`config.mk`:
```
export PLATFORM = sky130hd
export DESIGN_NAME = div16u_seq
export DESIGN_NICKNAME = d
export VERILOG_FILES = /design/src/rtl/div16u_seq.sv
export SDC_FILE = /design/constraint.sdc
export NUM_CORES = 1
export LEC_CHECK = 0
export ABC_AREA = 0
export CAP_MARGIN = 20
export CORE_AREA = 3 3 88 90
export DETAILED_ROUTE_END_ITERATION = 10
export DIE_AREA = 0 0 91 93
export GPL_TIMING_DRIVEN = 0
export PLACE_DENSITY = 0.77
export SLEW_MARGIN = 20
export SYNTH_ARGS = -nofsm -noshare
export SYNTH_HDL_FRONTEND = slang
export SYNTH_SLANG_ARGS = --single-unit
```
`constraint.sdc`:
```
create_clock -name clk -period 2.26 [get_ports clk]
set_clock_uncertainty 0.05 [all_clocks]
set_input_delay 0.452 -clock clk [delete_from_list [all_inputs] [get_ports clk]]
set_output_delay 0.452 -clock clk [all_outputs]
set_load 0.02 [all_outputs]
```
`src/rtl/div16u_seq.sv`:
```
// Sequential unsigned restoring divider: DIVIDEND_W-bit dividend by DIVISOR_W-bit divisor,
// one quotient bit per cycle, valid/ready handshake on both the operand and result sides.
module div16u_seq #(
  parameter int DIVIDEND_W = 16,
  parameter int DIVISOR_W  = 8
) (
  input  logic                  clk,
  input  logic                  rst,
  input  logic                  in_valid,
  output logic                  in_ready,
  input  logic [DIVIDEND_W-1:0] dividend,
  input  logic [DIVISOR_W-1:0]  divisor,
  output logic                  out_valid,
  input  logic                  out_ready,
  output logic [DIVIDEND_W-1:0] quotient,
  output logic [DIVISOR_W-1:0]  remainder,
  output logic                  div_by_zero
);

  localparam int CNT_W = $clog2(DIVIDEND_W);
  localparam logic [CNT_W-1:0] LAST_STEP = CNT_W'(DIVIDEND_W - 1);

  typedef enum logic [1:0] {
    IDLE,
    CALC,
    DONE
  } state_t;

  state_t state, state_next;

  logic [DIVIDEND_W-1:0] dq_q;
  logic [DIVISOR_W-1:0]  dvs_q;
  logic [DIVISOR_W:0]    pr_q;
  logic [CNT_W-1:0]      cnt_q;

  logic                  accept;
  logic                  last_step;
  logic                  q_bit;
  logic [DIVISOR_W:0]    pr_shift;
  logic [DIVISOR_W+1:0]  trial;
  logic [DIVISOR_W:0]    pr_step;

  // pr_q[DIVISOR_W] is always zero after a step (remainder < divisor), so the
  // 10-bit subtraction below never wraps into a false "no borrow".
  always_comb begin
    pr_shift = {pr_q[DIVISOR_W-1:0], dq_q[DIVIDEND_W-1]};
    trial    = {pr_q, dq_q[DIVIDEND_W-1]} - {2'b00, dvs_q};
    q_bit    = ~trial[DIVISOR_W+1];
    pr_step  = q_bit ? trial[DIVISOR_W:0] : pr_shift;
  end

  assign accept    = in_valid && (state == IDLE);
  assign last_step = (state == CALC) && (cnt_q == LAST_STEP);

  always_ff @(posedge clk) begin
    if (rst) state <= IDLE;
    else     state <= state_next;
  end

  // NOTE: every signal driven here gets a value before the case so no path
  // leaves it unassigned, which would otherwise infer a latch.
  always_comb begin
    state_next = state;
    in_ready   = 1'b0;
    out_valid  = 1'b0;
    unique case (state)
      IDLE: begin
        in_ready = 1'b1;
        if (in_valid) state_next = (divisor == '0) ? DONE : CALC;
      end
      CALC: begin
        if (last_step) state_next = DONE;
      end
      DONE: begin
        out_valid = 1'b1;
        if (out_ready) state_next = IDLE;
      end
      default: state_next = IDLE;
    endcase
  end

  // NOTE: sequential state uses non-blocking assignments so every register
  // samples the pre-edge values of the others, independent of statement order.
  always_ff @(posedge clk) begin
    if (rst) begin
      dq_q        <= '0;
      dvs_q       <= '0;
      pr_q        <= '0;
      cnt_q       <= '0;
      quotient    <= '0;
      remainder   <= '0;
      div_by_zero <= 1'b0;
    end else if (accept) begin
      dq_q  <= dividend;
      dvs_q <= divisor;
      pr_q  <= '0;
      cnt_q <= '0;
      if (divisor == '0) begin
        quotient    <= '1;
        remainder   <= dividend[DIVISOR_W-1:0];
        div_by_zero <= 1'b1;
      end
    end else if (state == CALC) begin
      dq_q  <= {dq_q[DIVIDEND_W-2:0], q_bit};
      pr_q  <= pr_step;
      cnt_q <= cnt_q + 1'b1;
      if (last_step) begin
        quotient    <= {dq_q[DIVIDEND_W-2:0], q_bit};
        remainder   <= pr_step[DIVISOR_W-1:0];
        div_by_zero <= 1'b0;
      end
    end
  end

endmodule

```
* Yosys cells after proc, flatten, opt, wreduce, memory -nomap -nowiden *
Index checks and enable logic that the tools add are counted.

word-level totals
  bits in registers = 64
  input port bits = 28

cells by class
  add/sub/neg operators = 2
  equality and inequality tests = 7
  multiplexer cells = 22
  bitwise operators = 1
  reductions and logical operators = 9

operator list
  operator                                                          number
  16-bit 2-to-1 mux                                                 6
  8-bit 2-to-1 mux                                                  4
  10-bit by 8-bit subtractor with 10-bit output                     1
  9-bit 2-to-1 mux                                                  1
  8-bit logical NOT                                                 1
  2-bit 2-to-1 mux                                                  4
  1-bit 2-to-1 mux                                                  6
  2-bit != test (second input constant)                             3
  2-bit one-hot mux with 3 select lines                             1
  3-bit AND reduction                                               2
  4-bit by 1-bit adder with 4-bit output (second input constant)    1
  4-bit == test (second input constant)                             1
  2-bit nonzero test                                                2
  2-bit by 1-bit == test with 1-bit output (second input constant)  1
  2-bit == test (second input constant)                             1
  1-bit logical AND                                                 2
  2-bit logical NOT                                                 1
  2-bit by 1-bit != test with 1-bit output (second input constant)  1
  2-bit OR reduction                                                1
  1-bit inverter                                                    1

* Depth between registers and ports, before layout *
  depth in word-level cells = 5
  depth in mapped cells = 10

* Least setup slack after synthesis *
No wires, ideal clock.

  path type = flip-flop to flip-flop
  start point = register dvs_q[1]
  end point = register pr_q[3]
  library setup time = 0.131 ns
  arrival = 2.155 ns
  required time = 2.079 ns
  setup slack = -0.076 ns
  stages on the path, launching flop included = 10
  buffers on the path = 1
  clock period less this slack = 2.336 ns
  path through = dfxtp_1 inv_1 ha_1 nor2b_1 o2111a_1 or4_4 and3_2 buf_4 mux2i_1 a21oi_1

on the way
  cells in the longest elaborated chain, start to end = 2

RTL lines
  element                                        line  source
  from (decl)                                    32    logic [DIVISOR_W-1:0] dvs_q;
  from (signal assigned)                         95    dvs_q <= divisor;
  10-bit by 8-bit subtractor with 10-bit output  47    trial = {pr_q, dq_q[DIVIDEND_W-1]} - {2'b00, dvs_q};
  9-bit 2-to-1 mux                               49    pr_step = q_bit ? trial[DIVISOR_W:0] : pr_shift;
  to (signal assigned)                           105   pr_q <= pr_step;
  to (decl)                                      33    logic [DIVISOR_W:0] pr_q;

Every way passes these cells.
A chain may end at the register's enable or synchronous reset.

* Worst setup path after layout *
  start point = register pr_q[2]
  end point = register pr_q[1]

on the way
  cells in the longest elaborated chain, start to end = 2

RTL lines
  element                                        line
  10-bit by 8-bit subtractor with 10-bit output  47
  9-bit 2-to-1 mux                               49

Every way passes these cells.

==> impl_metrics.tcl <==
set metrics [dict create \
    status "finished with violations" \
    violations "negative setup slack" \
    vias 3237 \
    fin_crit_sh_pct 101.0 \
    worst_pin_slew_ns 0.5947 \
    hold_viol_final 0 \
    switching_share_pct 31.11 \
    path_clk_slew_ns 0.08 \
    period_minus_slack_ns 2.284 \
    postSynthAreaPerCell_um2 7.881 \
    setup_tns_ns -0.02363 \
    port_buffers 53 \
    synth_top_area_share_pct 40.85 \
    ys_seq_elements 64 \
    postSynth.asyncResetShare_pct 0 \
    placementRows 31 \
    switchingPower_uw 959.5 \
    drv_cap 0 \
    worstPathRequired_ns 2.47 \
    startpoint "pr_q[2]" \
    slew_violations 0 \
    clock_sinks 64 \
    synth_cells 398 \
    ys_warn_count 0 \
    r2r_slack_ns -0.02 \
    critPathMaxFanout 6 \
    fmax_mhz 437.9 \
    area_growth_pct 38.41 \
    synth_nets 436 \
    final_cell_mix "60 x nand2_1, 54 x dfxtp_1, 53 x clkdlybuf4s50_1, 50 x nor2_1, 29 x a21oi_1" \
    coreArea_um2 7137 \
    power_per_cell_area_nw_per_um2 710.5 \
    synth_largest_area_cell "dfxtp_1" \
    final_common_cell "nand2_1" \
    clk_latency_ns 0.34 \
    synthSimpleGateAreaFrac_pct 26.33 \
    cp_slowest_stage_delay_ns 0.53 \
    setup_ws_ns -0.02363 \
    intPower_mw 2.125 \
    wirelength_mm 8.991 \
    wl_per_cell_um 15.42 \
    die_area_um2 8463 \
    worstHoldPathCells 2 \
    drc 0 \
    crit_family "simple AND/OR/NAND/NOR gates" \
    synthTopCellsByArea "dfxtp_1 41%, nand2_1 7.3%, nor2_1 6.1%" \
    die_x_um 91 \
    slowest_stage "or4_4" \
    syn_area_um2 3137 \
    synth-seq-area-share_pct 40.85 \
    final-setup-viol-count 1 \
    hold_path_startpoint "dvs_q[3]" \
    timing.rr.start "pr_q[2]" \
    cts_buffers 9 \
    die_y_um 93 \
    layout-drive-gt1-share_pct 17.98 \
    fin_nets 517 \
    end_kind "register" \
    synth_top_family_by_area "simple AND/OR/NAND/NOR gates" \
    synth_edf_count 0 \
    cp_num_cells 6 \
    cts_tree "done" \
    slew_headroom_pct 60.35 \
    startpoint_type "register" \
    firstDrtPassIters 5 \
    r2r_cells 6 \
    synthMuxAreaShare_pct 1.596 \
    holdCritPathClass "reg -> reg" \
    cts_buffer_depth 2 \
    critPathBufInv 0 \
    grt_pass1_wl_mm 14.02 \
    power_leakage_nw 1.556 \
    initial_core_util_pct 43.95 \
    synth_compound_area_share_pct 20.18 \
    p_clk_share_pct 33.0 \
    overflow 0 \
    place_hpwl_mm 6.162 \
    via_per_inst 5.552 \
    synth_top_flop_cell "dfxtp_1" \
    cp_cell_sequence "ha_4, a31o_4, or4_4, and4_4, or3_4, a21oi_2" \
    synth_cell_types 54 \
    place.gp.congestion 0.8792 \
    io-pin-count 55 \
    comb_power_share_pct 27.5 \
    num_antenna_cells 0 \
    place_inst 550 \
    root_buffer "clkbuf_8" \
    htree_levels 3 \
    seqPwrFrac_pct 39.5 \
    track_usage_pct 20.47 \
    ir_worst_vdd_mv 0.6396 \
    worstSetupPathType "reg -> reg" \
    grt_pass1_vias 3045 \
    worst_hold_slack_ns 0.4061 \
    synth_xor_xnor_area_share_pct 1.955 \
    grt_max_degree 13 \
    ant_nets 0 \
    critPathArrivalTime_ns 2.50 \
    synthAdderAreaFrac_pct 4.228 \
    drtIter0Drc 256 \
    antenna_found_initial 0 \
    final_cell_count_no_fill 583 \
    final_core_util_pct 60.83 \
    rsz0062_at_grt "yes" \
]
-- synth_stat cells (2+ instances only) --
library cell	number
nand4b_1	5
a311oi_1	2
dfxtp_1	64
buf_2	2
xor2_1	2
nand3b_1	2
o21a_1	4
o21ai_0	13
nand3_1	8
mux2i_1	5
buf_1	2
nor2b_1	5
a31oi_1	12
ha_1	9
o211ai_1	7
and3_1	2
nor3_1	25
o21ba_2	2
xnor2_1	5
a21oi_1	31
nor4_1	3
a22oi_1	10
nand2_1	61
inv_1	11
nor2_1	51
o41ai_1	3
clkbuf_1	20
or3_1	4
nand2b_1	3
-- power groups by stage --
stage	registers [mW]	logic, mW	clock network [mW]
2_1_floorplan	1.23	0.487	0
3_3_place_gp	1.24	0.638	0
3_5_place_dp	1.24	0.652	0
4_1_cts	1.21	0.691	1.02
5_1_grt	1.22	0.918	1.07
6_report	1.22	0.848	1.02
-- metrics by stage --
step	total power [mW]	instance area (um2)	setup WS, ns
2_1_floorplan	1.714	3153	0.01723
3_3_place_gp	1.874	3807	-0.3320
3_5_place_dp	1.890	3807	-0.3848
4_1_cts	2.927	4121	-0.08855
5_1_grt	3.217	4342	-0.04640
6_report	3.085	4342	-0.02363
-- worst paths after layout --
kind | end
setup reg to reg | pr_q[1]
setup / recovery | pr_q[1]
hold reg to reg | dvs_q[3]
hold / removal | dvs_q[3]
-- tightest hold or removal path: cells and delay by family, from the launching register on --
| kind | cells | cell delay (ns) |
|---|---|---|
| AND/OR/NAND/NOR | 1 | 0.05 |
| AO/OA/AOI/OAI | 1 | 0.05 |
| flip-flops | 1 | 0.31 |
-- area by class of cell --
type	count	area [um2]
buffer	23	92.59
clock buffer	10	137.6
clock inverter	6	67.56
fill	646	2795
inverter	11	41.29
multi-input combinational	297	1893
sequential	64	1294
tap	99	123.9
timing repair buffer	73	691.9
-- sequential cells by signal (all words and copies together), names as in the netlist --
signal and cells:
state 2, dq_q 16, quotient 16, div_by_zero 1, remainder 8, pr_q 9, cnt_q 4, dvs_q 8
-- what timing repair did --
action / CTS / global route
pin swaps: 8 / 12
endpoints found under the hold margin: 0 / 0
endpoints found under the setup margin: 16 / 29
gates resized for setup: 17 / 32
buffers inserted: 8 / 12
hold buffers: 0 / 0
-- cells by family after synthesis --
| logic type | count (synthesis) |
|---|---|
| DFF | 64 |
| and+or+nand+nor | 178 |
| xor gates and xnor gates | 7 |
| adders and majority gates | 10 |
| buffers and inverters | 37 |
| muxes | 5 |
| AOI/OAI and AO/OA | 97 |
-- per-layer routing --
| layer | vias up | global-route usage (%) | share of wire, % | routed length, um |
|---|---|---|---|---|
| li1 | 1568 | - | - | - |
| met1 | 1535 | 26.38 | 44 | 3953 |
| met2 | 117 | 34.03 | 49 | 4391 |
| met3 | 17 | 3.942 | 5.5 | 491 |
| met4 | 0 | 7.789 | 1.7 | 154 |
| met5 | - | 0 | 0 | 0 |
Note: power is estimated with default switching activity, not from simulation.
